## src/rtl/score_pkg.sv

```systemverilog
// score_pkg: page geometry, slot record and buffer FSM states shared by the note buffer and the renderer
package score_pkg;
   localparam int NUM_SCORES      = 4;
   localparam int SLOTS_PER_SCORE = 16;
   localparam int NOTE_W          = 8;
   localparam int DUR_W           = 4;

   typedef struct packed {
      logic [NOTE_W-1:0] note;
      logic [DUR_W-1:0]  duration;
   } slot_t;

   typedef enum logic {IDLE, CLEAR} nb_state_t;
endpackage

```

## src/rtl/rise_detect.sv

```systemverilog
// rise_detect: one-flop rising-edge detector for level strobes
module rise_detect (
   input  logic clk,
   input  logic reset,
   input  logic d,
   output logic rise
);
   logic d_q;

   // remember last cycle's level
   always_ff @(posedge clk or negedge reset)
      if (!reset) d_q <= 1'b0;
      else        d_q <= d;

   assign rise = d & ~d_q;
endmodule

```

## src/rtl/note_buffer.sv

```systemverilog
// note_buffer: captures note events into a 4x16 slot page with a registered read port and a timed page-clear sweep
module note_buffer #(
   parameter int NUM_SCORES      = score_pkg::NUM_SCORES,
   parameter int SLOTS_PER_SCORE = score_pkg::SLOTS_PER_SCORE,
   parameter int NOTE_W          = score_pkg::NOTE_W,
   parameter int DUR_W           = score_pkg::DUR_W
) (
   input  logic              clk,
   input  logic              reset,
   input  logic [NOTE_W-1:0] note,
   input  logic [DUR_W-1:0]  duration,
   input  logic              note_dec,
   input  logic              clear,
   input  logic [1:0]        rd_score,
   input  logic [3:0]        rd_slot,
   output logic              rd_valid,
   output logic [NOTE_W-1:0] rd_note,
   output logic [DUR_W-1:0]  rd_duration,
   output logic [1:0]        wr_score,
   output logic [3:0]        wr_slot,
   output logic              busy,
   output logic [7:0]        dropped
);
   import score_pkg::*;

   localparam int DEPTH = NUM_SCORES * SLOTS_PER_SCORE;
   localparam int AW    = $clog2(DEPTH);

   nb_state_t       state, state_nxt;
   logic [AW-1:0]   cur, cur_nxt, sweep, wr_addr, rd_addr;
   logic [DEPTH-1:0] valid;
   slot_t           mem [DEPTH];
   slot_t           pend, wr_data;
   logic            pend_vld, pend_set, pend_clr, wr_en, drop, rise, legal;

   rise_detect u_rise (
      .clk   (clk),
      .reset (reset),
      .d     (note_dec),
      .rise  (rise)
   );

   assign legal    = rise & (duration != '0);
   assign rd_addr  = {rd_score, rd_slot};
   assign wr_score = cur[AW-1:AW-2];
   assign wr_slot  = cur[AW-3:0];
   assign busy     = (state == CLEAR);

   // next state, write request and cursor movement
   always_comb begin
      state_nxt = state;
      cur_nxt   = cur;
      wr_en     = 1'b0;
      wr_addr   = cur;
      wr_data   = slot_t'({note, duration});
      pend_set  = 1'b0;
      pend_clr  = 1'b0;
      drop      = 1'b0;
      if (state == IDLE) begin
         if (clear) begin
            state_nxt = CLEAR;
            cur_nxt   = '0;
            pend_set  = legal;
         end else if (legal) begin
            wr_en     = 1'b1;
            cur_nxt   = cur + 1'b1;
            state_nxt = (cur == AW'(DEPTH - 1)) ? CLEAR : IDLE;
         end
      end else begin
         drop = legal;
         if (&sweep) begin
            state_nxt = IDLE;
            wr_en     = pend_vld;
            wr_addr   = '0;
            wr_data   = pend;
            cur_nxt   = pend_vld ? AW'(1) : '0;
            pend_clr  = pend_vld;
         end
      end
   end

   // FSM, cursor, sweep, valid bits, pending note and drop counter
   always_ff @(posedge clk or negedge reset)
      if (!reset) begin
         state    <= IDLE;
         cur      <= '0;
         sweep    <= '0;
         valid    <= '0;
         pend_vld <= 1'b0;
         pend     <= '0;
         dropped  <= '0;
      end else begin
         state <= state_nxt;
         cur   <= cur_nxt;
         sweep <= (state == CLEAR) ? sweep + 1'b1 : '0;
         if (state == CLEAR) valid[sweep] <= 1'b0;
         if (wr_en) valid[wr_addr] <= 1'b1;
         if (pend_set) begin
            pend_vld <= 1'b1;
            pend     <= wr_data;
         end else if (pend_clr) pend_vld <= 1'b0;
         if (drop && dropped != '1) dropped <= dropped + 1'b1;
      end

   // note storage carries no reset; validity lives in the valid vector
   always_ff @(posedge clk)
      if (wr_en) mem[wr_addr] <= wr_data;

   // registered read port, independent of FSM state
   always_ff @(posedge clk or negedge reset)
      if (!reset) begin
         rd_valid    <= 1'b0;
         rd_note     <= '0;
         rd_duration <= '0;
      end else begin
         rd_valid    <= valid[rd_addr];
         rd_note     <= mem[rd_addr].note;
         rd_duration <= mem[rd_addr].duration;
      end
endmodule

```

## config.mk

```make
export PLATFORM = sky130hd
export DESIGN_NAME = note_buffer
export DESIGN_NICKNAME = d
export VERILOG_FILES = /design/src/rtl/score_pkg.sv /design/src/rtl/rise_detect.sv /design/src/rtl/note_buffer.sv
export SDC_FILE = /design/constraint.sdc
export NUM_CORES = 1
export LEC_CHECK = 0
export CORE_MARGIN = 10
export CORE_UTILIZATION = 35
export DETAILED_ROUTE_END_ITERATION = 12
export PLACE_DENSITY = 0.56
export SYNTH_ARGS = -nofsm -noshare
export SYNTH_HDL_FRONTEND = slang
export SYNTH_SLANG_ARGS = --single-unit
```

## constraint.sdc

```tcl
create_clock -name clk -period 4.7 [get_ports clk]
set_clock_uncertainty 0.05 [all_clocks]
set_input_delay 1.175 -clock clk [delete_from_list [all_inputs] [get_ports clk]]
set_output_delay 1.175 -clock clk [all_outputs]
set_load 0.02 [all_outputs]
```

# Word-level counts from Yosys, hierarchy flattened
# Memories as Yosys holds them, arrays and structs flattened. A register that Yosys moved wholly into a read port is not among the register bits.
# Cells that the tools add are included.
[word_totals]
latch_bits = 0
regBits = 100
n_memories = 1
mem_bits_rw = 768
mem_bits_ro = 0
[mem_list]
columns = ["name", "depth", "width", "read_ports", "rd_ports_with_merged_regs", "wr", "line", "text"]
rows = [
  ["mem", 64, 12, 1, 1, 1, "note_buffer.sv:32", "slot_t mem [DEPTH];"],
]
[op_classes]
n_reduce_logical = 9
n_mul = 0
n_div = 0
bitwise_logic = 6
magnitude_cmp = 5
eq_ne = 3
n_mux = 35
shifts = 0
n_addsub = 3
[ops]
columns = ["op", "count"]
rows = [
  ["$mux W64", 2],
  ["$and A64 B64 Y64", 1],
  ["$not A64 Y64", 1],
  ["$or A64 B64 Y64", 1],
  ["$mux W6", 7],
  ["$mux W12", 2],
  ["$lt A6 B7 Y1 const B", 3],
  ["$mux W1", 21],
  ["$add A6 B1 Y6 const B", 2],
  ["$demux W1 S6", 2],
  ["$ge A6 B1 Y1 const B", 2],
  ["$add A8 B1 Y8 const B", 1],
  ["$ne A8 B8 Y1 const B", 1],
  ["$bmux W1 S6", 1],
  ["$eq A6 B6 Y1 const B", 1],
  ["$reduce_and A6 Y1", 1],
  ["$reduce_bool A4 Y1", 1],
  ["$logic_and A1 B1 Y1", 3],
  ["$reduce_bool A3 Y1", 1],
  ["$and A1 B1 Y1", 2],
  ["$ne A2 B1 Y1 const B", 1],
  ["$reduce_and A2 Y1", 1],
  ["$reduce_bool A2 Y1", 1],
  ["$logic_not A1 Y1", 1],
  ["$not A1 Y1", 1],
]

# Logic depth before layout (Yosys ltp)
# Gate-level depths: netlist (run 1).
[logic_depth]
word_depth = 9
ltp_mapped = 10
depth_no_buf = 6

# By module
# A second synthesis (run 1) with hierarchy kept.
[unflattened]
hier_cells = 1818
hier_area_um2 = 34737.1
[modules_own_cells]
columns = ["module", "area_each_um2", "n_inst", "cells_per_inst"]
rows = [
  ["note_buffer", 34698.3, 1, 1816],
  ["rise_detect", 38.8, 1, 2],
]

# Least setup slack after synthesis (run 1)
# No wires, ideal clock.
[synth_path]
kind = "in2reg"
from = "input clear"
to = "memory mem[0][0] in the netlist's numbering (enable)"
setup_slack_ps = 1472
cell_stages = 6
t_arrival_ps = 2798
n_path_buf = 1
path_cell_list = "or2_2 -> nor3_2 -> a21oi_1 -> or2_1 -> clkbuf_1 -> nor2_1"
[synth_between]
elab_chain_cells = 4
[synth_rtl]
columns = ["item", "line", "text"]
rows = [
  ["from (decl)", "note_buffer.sv:13", "input logic clear,"],
  ["$mux W1", "note_buffer.sv:60", "if (clear) begin"],
  ["$mux W1", "note_buffer.sv:59", "if (state == IDLE) begin"],
  ["$mux W1", "note_buffer.sv:107", "if (wr_en) mem[wr_addr] <= wr_data;"],
  ["$mux W1 (not written as such)", "note_buffer.sv:107", ""],
  ["to (decl)", "note_buffer.sv:32", ""],
]
# Every way passes these cells.

# Final worst setup path (run 1)
[layout_path]
from = "register state (netlist: busy)"
to = "memory mem[0][8] in the netlist's numbering (enable)"
[layout_between]
elab_chain_cells = 3
[layout_rtl]
columns = ["item", "line", "text"]
rows = [
  ["from (decl)", "note_buffer.sv:29", "nb_state_t state, state_nxt;"],
  ["from (signal assigned)", "note_buffer.sv:93", "state <= state_nxt;"],
  ["$mux W1", "note_buffer.sv:59", ""],
  ["$mux W1", "note_buffer.sv:107", ""],
  ["$mux W1 (not written as such)", "note_buffer.sv:107", ""],
]
# Several ways; a longest one is shown, not always the timed one.

==> results.json, run 1 <==
{
  "status": "complete, no violations",
  "gp_congestion": 0.804,
  "drv_cap": 0,
  "fmax_mhz": 299,
  "path_cells": "nand3_1 > nor2_2 > buf_4 > a21oi_1 > or2_1 > nor2_1",
  "core_um2": 98300,
  "seq_area_frac_synth": 0.748,
  "period_minus_slack_ps": 3340,
  "drt_drc_violations_left": 0,
  "die_width_um": 334,
  "critPathSlowestCell": "nor2_1",
  "synthArstFlopShare": 0.127,
  "min_path_type": "flop to flop",
  "synth_common_cells": "edfxtp_1 (768), mux4_2 (215), o21ai_0 (134)",
  "setup_viol": 0,
  "fin_ws_ps": 1360,
  "setup.worst_path.end_class": "flop",
  "grt_pass1_wl_um": 130000,
  "slew_viol_final": 0,
  "pin_count": 50,
  "synth-warning-count": 0,
  "tightestPinTransition_ps": 1300,
  "cp-start-kind": "flop",
  "num_vias": 18080,
  "whs_endpoint": "pend[8]$_DFFE_PN0P_",
  "synth_most_common_cell": "edfxtp_1",
  "synth_cells": 1749,
  "viasPerCell": 5.49,
  "grt_overflow": 0,
  "yosysTopAreaCell": "edfxtp_1",
  "syn2layout_area_growth_pct": 16.8,
  "yosys-top-cells-area": "edfxtp_1 (67%), mux4_2 (14%), dfrtp_1 (8.1%)",
  "diodes": 0,
  "avgRoutedWirePerCell_um": 27.2,
  "arrival_ps": 3550,
  "fin_nets": 1953,
  "p_leak_uw": 0.0131,
  "io_buffers": 49,
  "ys_types": 51,
  "hold_viol_final": 0,
  "dp.final_hpwl_um": 56600,
  "wl_um": 89700,
  "timing.rr.start": "busy$_DFF_PN0_",
  "ys.flop_type": "edfxtp_1",
  "tns_ps": 0,
  "grt_usage": 0.158,
  "hold_start": "pend[8]$_DFFE_PN0P_",
  "hold_path_depth": 1,
  "crit_fanout": 18,
  "drive_above_1_share": 0.262,
  "vdd_ir_drop_max_mv": 0.288,
  "rsz0062_at_grt": "no",
  "slew-limit-headroom": 0.133,
  "cts.clk_slew.worst_paths_ps": 60,
  "fin_crit_sh": 0.711,
  "cts_setup_buffers": 0,
  "cts.sinks": 880,
  "cts_buffer_depth": 3,
  "r2r_slack_ps": 1360,
  "synth_area_per_cell_um2": 19.8,
  "cts_tree": "yes",
  "p_per_area_nw_per_um2": 454,
  "critPathKind": "flop to flop",
  "grt_start_max_net_pins": 74,
  "preCtsSetupSlack_ps": 579,
  "row_count": 115,
  "initial_utilization": 0.352,
  "syn_area_um2": 34600,
  "yosys_register_bits": 880,
  "die_h_um": 334,
  "antenna_found_initial": 3,
  "cts_htree_levels": 3,
  "cts_buffers": 93,
  "clkLatencyLatePin_ps": 640,
  "final_antenna_net_count": 0,
  "firstDrtPassIters": 5,
  "r2r_end": "mem[0][8]$_DFFE_PP_",
  "cts_resized": 0,
  "synth_top_cell_area_share": 0.667,
  "fillCellCount": 8596,
  "critPathMaxStageDelay_ps": 950,
  "syn_nets": 1774,
  "dieArea_um2": 112000,
  "critPathRequiredTime_ps": 4910,
  "grt_pass1_vias": 18471,
  "hold_buffers": 0,
  "cts_root_buffer": "clkbuf_16",
  "reg2reg_depth": 6,
  "synth_edf_count": 768,
  "drt_iter0_drc": 1969
}
how the worst max path moves through the flow:
stage                       start              endpoint  slack, ps  cells after the start
3_5_place_dp                clear  mem[16][3]$_DFFE_PP_        580                      6
3_3_place_gp                clear  mem[16][9]$_DFFE_PP_        700                      6
6_report           busy$_DFF_PN0_   mem[0][8]$_DFFE_PP_       1360                      6
5_1_grt            busy$_DFF_PN0_   mem[0][8]$_DFFE_PP_       1020                      6
4_1_cts        sweep[0]$_DFF_PN0_  mem[16][5]$_DFFE_PP_       1170                      6
2_1_floorplan               clear   mem[0][0]$_DFFE_PP_       1470                      6
cell type report:
| class | count | area [um^2] | area share |
|---|---|---|---|
| Sequential cell | 880 | 25900 | 0.640 |
| Multi-Input combinational cell | 762 | 8150 | 0.202 |
| Clock buffer | 119 | 2560 | 0.0633 |
| Timing Repair Buffer | 187 | 1680 | 0.0417 |
| Tap cell | 1287 | 1610 | 0.0399 |
| Clock inverter | 52 | 517 | 0.0128 |
| Inverter | 4 | 15.0 | 0.000372 |
worst max-delay path, delay by kind of cell (launching register included):
kind	cells	cell delay [ps]
AND/OR/NAND/NOR	4	1770
flip-flops	1	690
buffers and inverters	1	270
AO/OA/AOI/OAI	1	160
cells in the final DEF, fill, tap and decap left out, types with 28 or more instances in the layout:
master / instances
edfxtp_1: 768
mux4_2: 215
o21ai_0: 134
buf_4: 127
dfrtp_1: 112
nor2_1: 97
clkbuf_16: 96
clkdlybuf4s50_1: 43
mux2i_1: 41
a21oi_1: 30
nand2_1: 28
power by group:
group / internal (uW) / switching (uW) / total (uW)
clock: 4340 / 3020 / 7360
combinational: 689 / 1090 / 1780
sequential: 8940 / 267 / 9200
stage by stage:
| step | utilization | power [uW] | std cells | hold slack (ps) | instance area (um^2) |
|---|---|---|---|---|---|
| finish | 0.411 | 18300 | 3291 | 430 | 40400 |
| global route | 0.411 | 19000 | 3291 | 456 | 40400 |
| CTS | 0.411 | 18500 | 3291 | 436 | 40400 |
| detailed placement | 0.380 | 11100 | 3120 | 424 | 37300 |
| global placement | 0.380 | 11100 | 3120 | 412 | 37300 |
| floorplan | - | 10300 | 1749 | 402 | 34600 |
metal layers:
metal / up-vias / global-route usage / wire length [um]
met3: 122 / 0.0347 / 6880
li1: 7534 / - / -
met1: 9709 / 0.224 / 39100
met2: 711 / 0.245 / 41900
met5: - / 0 / 27
met4: 4 / 0.0410 / 1740
flip-flops by register name, summed over array words and instances (netlist names):
register / count
mem: 768
valid: 64
pend: 12
dropped: 8
rd_note: 8
cur: 6
sweep: 6
rd_duration: 4
busy: 1
pend_vld: 1
rd_valid: 1
u_rise.d_q: 1
kinds of logic (layout without fill, tap and decap cells):
| kind of cell | count (synthesis) | in the layout | synth area share |
|---|---|---|---|
| adders and majority gates | 3 | 3 | 0.00109 |
| and+or+nand+nor | 216 | 216 | 0.0297 |
| buffers and inverters | 107 | 362 | 0.0167 |
| AOI/OAI and AO/OA | 251 | 251 | 0.0419 |
| DFF | 880 | 880 | 0.748 |
| xor gates and xnor gates | 11 | 11 | 0.00279 |
| muxes | 281 | 281 | 0.160 |
Note: power is estimated with default switching activity, not from simulation.
==> run 2, diff against run 1 <==
- clock period: 4.7 -> 3.5 ns (I/O delays scaled with it)
==> run 2 against run 1 <==
Die area stayed put. Flip-flop and latch count stayed put. Final cell count is 1.6% higher. Sequential power is 34% higher. Clock power is 31% higher. Combinational power is 43% higher. First-iteration DRC count is 1.0% higher. Global-route usage is 0.095 points higher. Power is 34% higher. Wire length is 0.50% lower. Critical path depth stayed put. Critical endpoint is now mem[9][5]$_DFFE_PP_. Largest cell class unchanged. Highest routed layer unchanged.
==> results.json, run 2 (synthesis results as in run 1) <==
{
  "setup_viol": 0,
  "whs_ps": 273,
  "largestRegisters": "mem (768), valid (64), pend (12)",
  "rsz0062_at_grt": "no",
  "cts.clk_slew.worst_paths_ps": 60,
  "avgRoutedWirePerCell_um": 26.7,
  "grt_start_max_net_pins": 66,
  "grt_usage": 0.159,
  "cts_htree_levels": 3,
  "syn2layout_area_growth_pct": 18.0,
  "tns_ps": 0,
  "largest_reg_flops": 768,
  "layout_common_cells": "edfxtp_1 (768), mux4_2 (215), buf_4 (171)",
  "cts_resized": 0,
  "antenna_found_initial": 1,
  "cts_tree": "yes",
  "cts_root_buffer": "clkbuf_16",
  "layoutNonFillerInstCount": 3343,
  "hold_buffers": 0,
  "diodes": 0,
  "reg2reg_depth": 5,
  "period_minus_slack_ps": 3090,
  "tightestPinTransition_ps": 1150,
  "cp-start-kind": "input pin",
  "drv_cap": 0,
  "clkLatencyLatePin_ps": 650,
  "pin_count": 50,
  "fmax_mhz": 324,
  "setup.worst_path.end_class": "flop",
  "firstDrtPassIters": 5,
  "crit_fanout": 12,
  "cts_setup_buffers": 0,
  "status": "complete, no violations",
  "row_count": 115,
  "num_vias": 18183,
  "arrival_ps": 3300,
  "final_common_cell": "edfxtp_1",
  "p_per_area_nw_per_um2": 601,
  "drt_drc_violations_left": 0,
  "die_h_um": 334,
  "grt_pass1_vias": 18723,
  "p_leak_uw": 0.0133,
  "timing.rr.start": "sweep[0]$_DFF_PN0_",
  "cts_buffers": 93,
  "vdd_ir_drop_max_mv": 0.407,
  "critPathRequiredTime_ps": 3710,
  "dieArea_um2": 112000,
  "die_width_um": 334,
  "fin_nets": 2005,
  "core_um2": 98300,
  "min_path_type": "input pin to asynchronous set/reset pin",
  "r2r_end": "mem[23][6]$_DFFE_PP_",
  "viasPerCell": 5.44,
  "cts.sinks": 880,
  "critPathKind": "input pin to flop",
  "drive_above_1_share": 0.275,
  "dp.final_hpwl_um": 58000,
  "cts_buffer_depth": 3,
  "top_register": "mem",
  "hold_viol_final": 0,
  "slew-limit-headroom": 0.229,
  "initial_utilization": 0.352,
  "grt_overflow": 0,
  "dp.cells": 3172,
  "final_antenna_net_count": 0,
  "drt_iter0_drc": 1989,
  "r2r_slack_ps": 440,
  "io_buffers": 49,
  "fin_crit_sh": 0.882,
  "gp_congestion": 0.839,
  "wl_um": 89200,
  "slew_viol_final": 0,
  "grt_pass1_wl_um": 132000
}
## run 2: worst max-delay path, cell delays in order
cell	delay (ps)
clkdlybuf4s50_1	430
or2_2	310
nor3_2	370
nand3_1	210
buf_12	220
nor2_1	870
## run 2: final cells by class
type / count / area [um^2]
Sequential cell: 880 / 25900
Timing Repair Buffer: 239 / 2170
Clock inverter: 51 / 508
Clock buffer: 120 / 2490
Multi-Input combinational cell: 762 / 8140
Inverter: 4 / 15.0
Fill cell: 8578 / 57500
Tap cell: 1287 / 1610
## run 2: worst max-delay path by stage
| stage | cells past startpoint | to | start |
|---|---|---|---|
| floorplan | 6 | mem[0][0]$_DFFE_PP_ | clear |
| global placement | 7 | mem[35][9]$_DFFE_PP_ | clear |
| detailed placement | 7 | mem[34][7]$_DFFE_PP_ | clear |
| CTS | 7 | mem[35][7]$_DFFE_PP_ | clear |
| global route | 6 | mem[33][8]$_DFFE_PP_ | clear |
| finish | 6 | mem[9][5]$_DFFE_PP_ | clear |
## run 2: power by group
group	switching, uW	internal, uW
clock network	4030	5620
registers	308	12000
logic	1550	990
total	5890	18600
## run 2: per-layer routing
| metal | track usage | part of all wire |
|---|---|---|
| met1 | 0.228 | 0.44 |
| met3 | 0.0372 | 0.081 |
| met5 | 0 | 0.00015 |
| met2 | 0.240 | 0.45 |
| met4 | 0.0463 | 0.023 |
## run 2: per-stage QoR
step	setup slack (ps)	util	area [um^2]	total power, uW
after floorplan	572	-	34600	13900
after global placement	-214	0.385	37800	15000
after detailed placement	-262	0.385	37800	15000
after CTS	431	0.415	40800	24700
after global routing	215	0.415	40800	25400
final	413	0.415	40800	24500
==> run 3, diff against run 2 <==
- REMOVE_ABC_BUFFERS: default -> 1
==> run 3 against run 2 <==
Wire length up 2.6%. Global-route usage up 0.42 points. Sequential share of layout area about the same. Via count up 0.31%. Clock power down 2.4%. Largest cell class unchanged. Count of clock-buffer cells in the layout up 1. Worst setup slack worse by 100 ps. First-iteration DRC count down 7.7%. Fmax down 3.3%. Critical path type unchanged. Highest routed layer is now met4. Register-to-register slack better by 60 ps. Die area unchanged. Power down 0.91%.
==> results.json, run 3 (synthesis results as in run 1) <==
{
  "status": "complete, no violations",
  "timing.rr.start": "busy$_DFF_PN0_",
  "fmax_mhz": 313,
  "cts_root_buffer": "clkbuf_16",
  "drt_drc_violations_left": 0,
  "pin_count": 50,
  "fin_crit_sh": 0.912,
  "clkLatencyLatePin_ps": 660,
  "whs_ps": 246,
  "p_leak_uw": 0.0133,
  "cts.clk_slew.worst_paths_ps": 60,
  "multi_input_area_um2": 8150,
  "p_per_area_nw_per_um2": 595,
  "critPathRequiredTime_ps": 3710,
  "slew_viol_final": 0,
  "die_h_um": 334,
  "grt_start_max_net_pins": 66,
  "power_uw": 24300,
  "crit_path_frequent_cell": "buf_4",
  "critPathSlowestCell": "nor2_1",
  "r2r_slack_ps": 500,
  "critPathBufInv": 4,
  "drv_cap": 0,
  "core_um2": 98300,
  "vdd_ir_drop_max_mv": 0.409,
  "die_width_um": 334,
  "critPathKind": "input pin to flop",
  "stdcell_area_um2": 40800,
  "tightestPinTransition_ps": 1210,
  "r2r_end": "mem[25][2]$_DFFE_PP_",
  "dp.final_hpwl_um": 58900,
  "antenna_found_initial": 3,
  "io_buffers": 49,
  "layout_common_cells": "edfxtp_1 (768), mux4_2 (215), buf_4 (175)",
  "cts_buffers": 91,
  "regArea_um2": 25900,
  "placed_area_um2": 37900,
  "layoutNonFillerInstCount": 3347,
  "cts_buffer_depth": 3,
  "cp-start-kind": "input pin",
  "drive_above_1_share": 0.279,
  "dieArea_um2": 112000,
  "cts_setup_buffers": 0,
  "pwr-share-seq": 0.507,
  "period_minus_slack_ps": 3190,
  "num_vias": 18240,
  "p_sw_frac": 0.243,
  "final_antenna_net_count": 0,
  "hold_buffers": 0,
  "final_common_cell": "edfxtp_1",
  "wl_um": 91600,
  "path_cells": "clkdlybuf4s50_1 > nor4_1 > buf_4 > nor3_2 > buf_4 > nand3_1 > buf_12 > nor2_1",
  "largestRegisters": "mem (768), valid (64), pend (12)",
  "grt_pass1_vias": 19182,
  "cts_htree_levels": 3,
  "critPathMaxStageDelay_ps": 910,
  "fin_nets": 2009,
  "setup_viol": 0,
  "grt_overflow": 0,
  "fillCellCount": 8658,
  "arrival_ps": 3400,
  "rsz0062_at_grt": "no",
  "setup.worst_path.end_class": "flop",
  "top_register": "mem",
  "grt_pass1_wl_um": 134000,
  "p_int_uw": 18400,
  "cts.sinks": 880,
  "min_path_type": "input pin to asynchronous set/reset pin",
  "initial_utilization": 0.352,
  "avgRoutedWirePerCell_um": 27.4,
  "row_count": 115,
  "cts_tree": "yes",
  "viasPerCell": 5.45,
  "cts_resized": 0,
  "switchingPower_uw": 5900,
  "slew-limit-headroom": 0.189,
  "dp.cells": 3178,
  "reg2reg_depth": 6,
  "combPwrFrac": 0.104,
  "grt_usage": 0.163,
  "hold_viol_final": 0,
  "gp_congestion": 0.831,
  "syn2layout_area_growth_pct": 17.9,
  "largest_reg_flops": 768,
  "firstDrtPassIters": 6,
  "crit_fanout": 12,
  "p_clk_frac": 0.389,
  "path_delay_family": "simple AND/OR/NAND/NOR gates",
  "drt_iter0_drc": 1835
}
[run 3: power groups by stage]
| stage | logic (uW) | registers [uW] | clock network [uW] |
|---|---|---|---|
| 2_1_floorplan | 1220 | 12500 | 0 |
| 3_3_place_gp | 2470 | 12500 | 0 |
| 5_1_grt | 2740 | 12400 | 10000 |
| 4_1_cts | 2540 | 12300 | 9630 |
| 3_5_place_dp | 2540 | 12500 | 0 |
| 6_report | 2530 | 12300 | 9430 |
[run 3: final cells by class]
class / count / area share
diodes: 2 / 0.000123
clock buffers: 121 / 0.0611
clock inverters: 46 / 0.00997
inverters: 4 / 0.000368
multi-input cells: 762 / 0.200
flip-flops and latches: 880 / 0.634
well taps: 1287 / 0.0395
repair buffers: 245 / 0.0548
[run 3: metal layers]
layer  GRT usage  part of all wire  vias to the layer above
met5           0                 0                        -
met4      0.0474             0.025                        0
met3      0.0370             0.080                      145
met2       0.259              0.47                      681
met1       0.223              0.42                     9772
li1            -                 -                     7642
[run 3: worst max-delay path by stage]
| stage | to | cells after the start | from | slack [ps] |
|---|---|---|---|---|
| final | mem[25][2]$_DFFE_PP_ | 8 | duration[1] | 310 |
| after detailed placement | mem[25][11]$_DFFE_PP_ | 8 | duration[1] | -360 |
| after floorplan | mem[32][0]$_DFFE_PP_ | 5 | busy$_DFF_PN0_ | 560 |
| after global routing | mem[17][7]$_DFFE_PP_ | 8 | duration[1] | 180 |
| after global placement | mem[17][0]$_DFFE_PP_ | 8 | duration[1] | -330 |
| after CTS | mem[17][7]$_DFFE_PP_ | 8 | duration[1] | 330 |
[run 3: metrics by stage]
stage,setup TNS [ps],util,setup slack (ps)
after detailed placement,-20880,0.385,-365
after global placement,-19560,0.385,-326
after floorplan,0,-,560
after global routing,0,0.415,180
final,0,0.415,308
after CTS,0,0.415,325
[run 3: worst reg2reg max path, stage by stage, from the launching register on]
cell     delay (ps)
dfrtp_1         480
or2_2           350
nor3_2          250
buf_4           220
nand3_1         140
buf_12          200
nor2_1          920
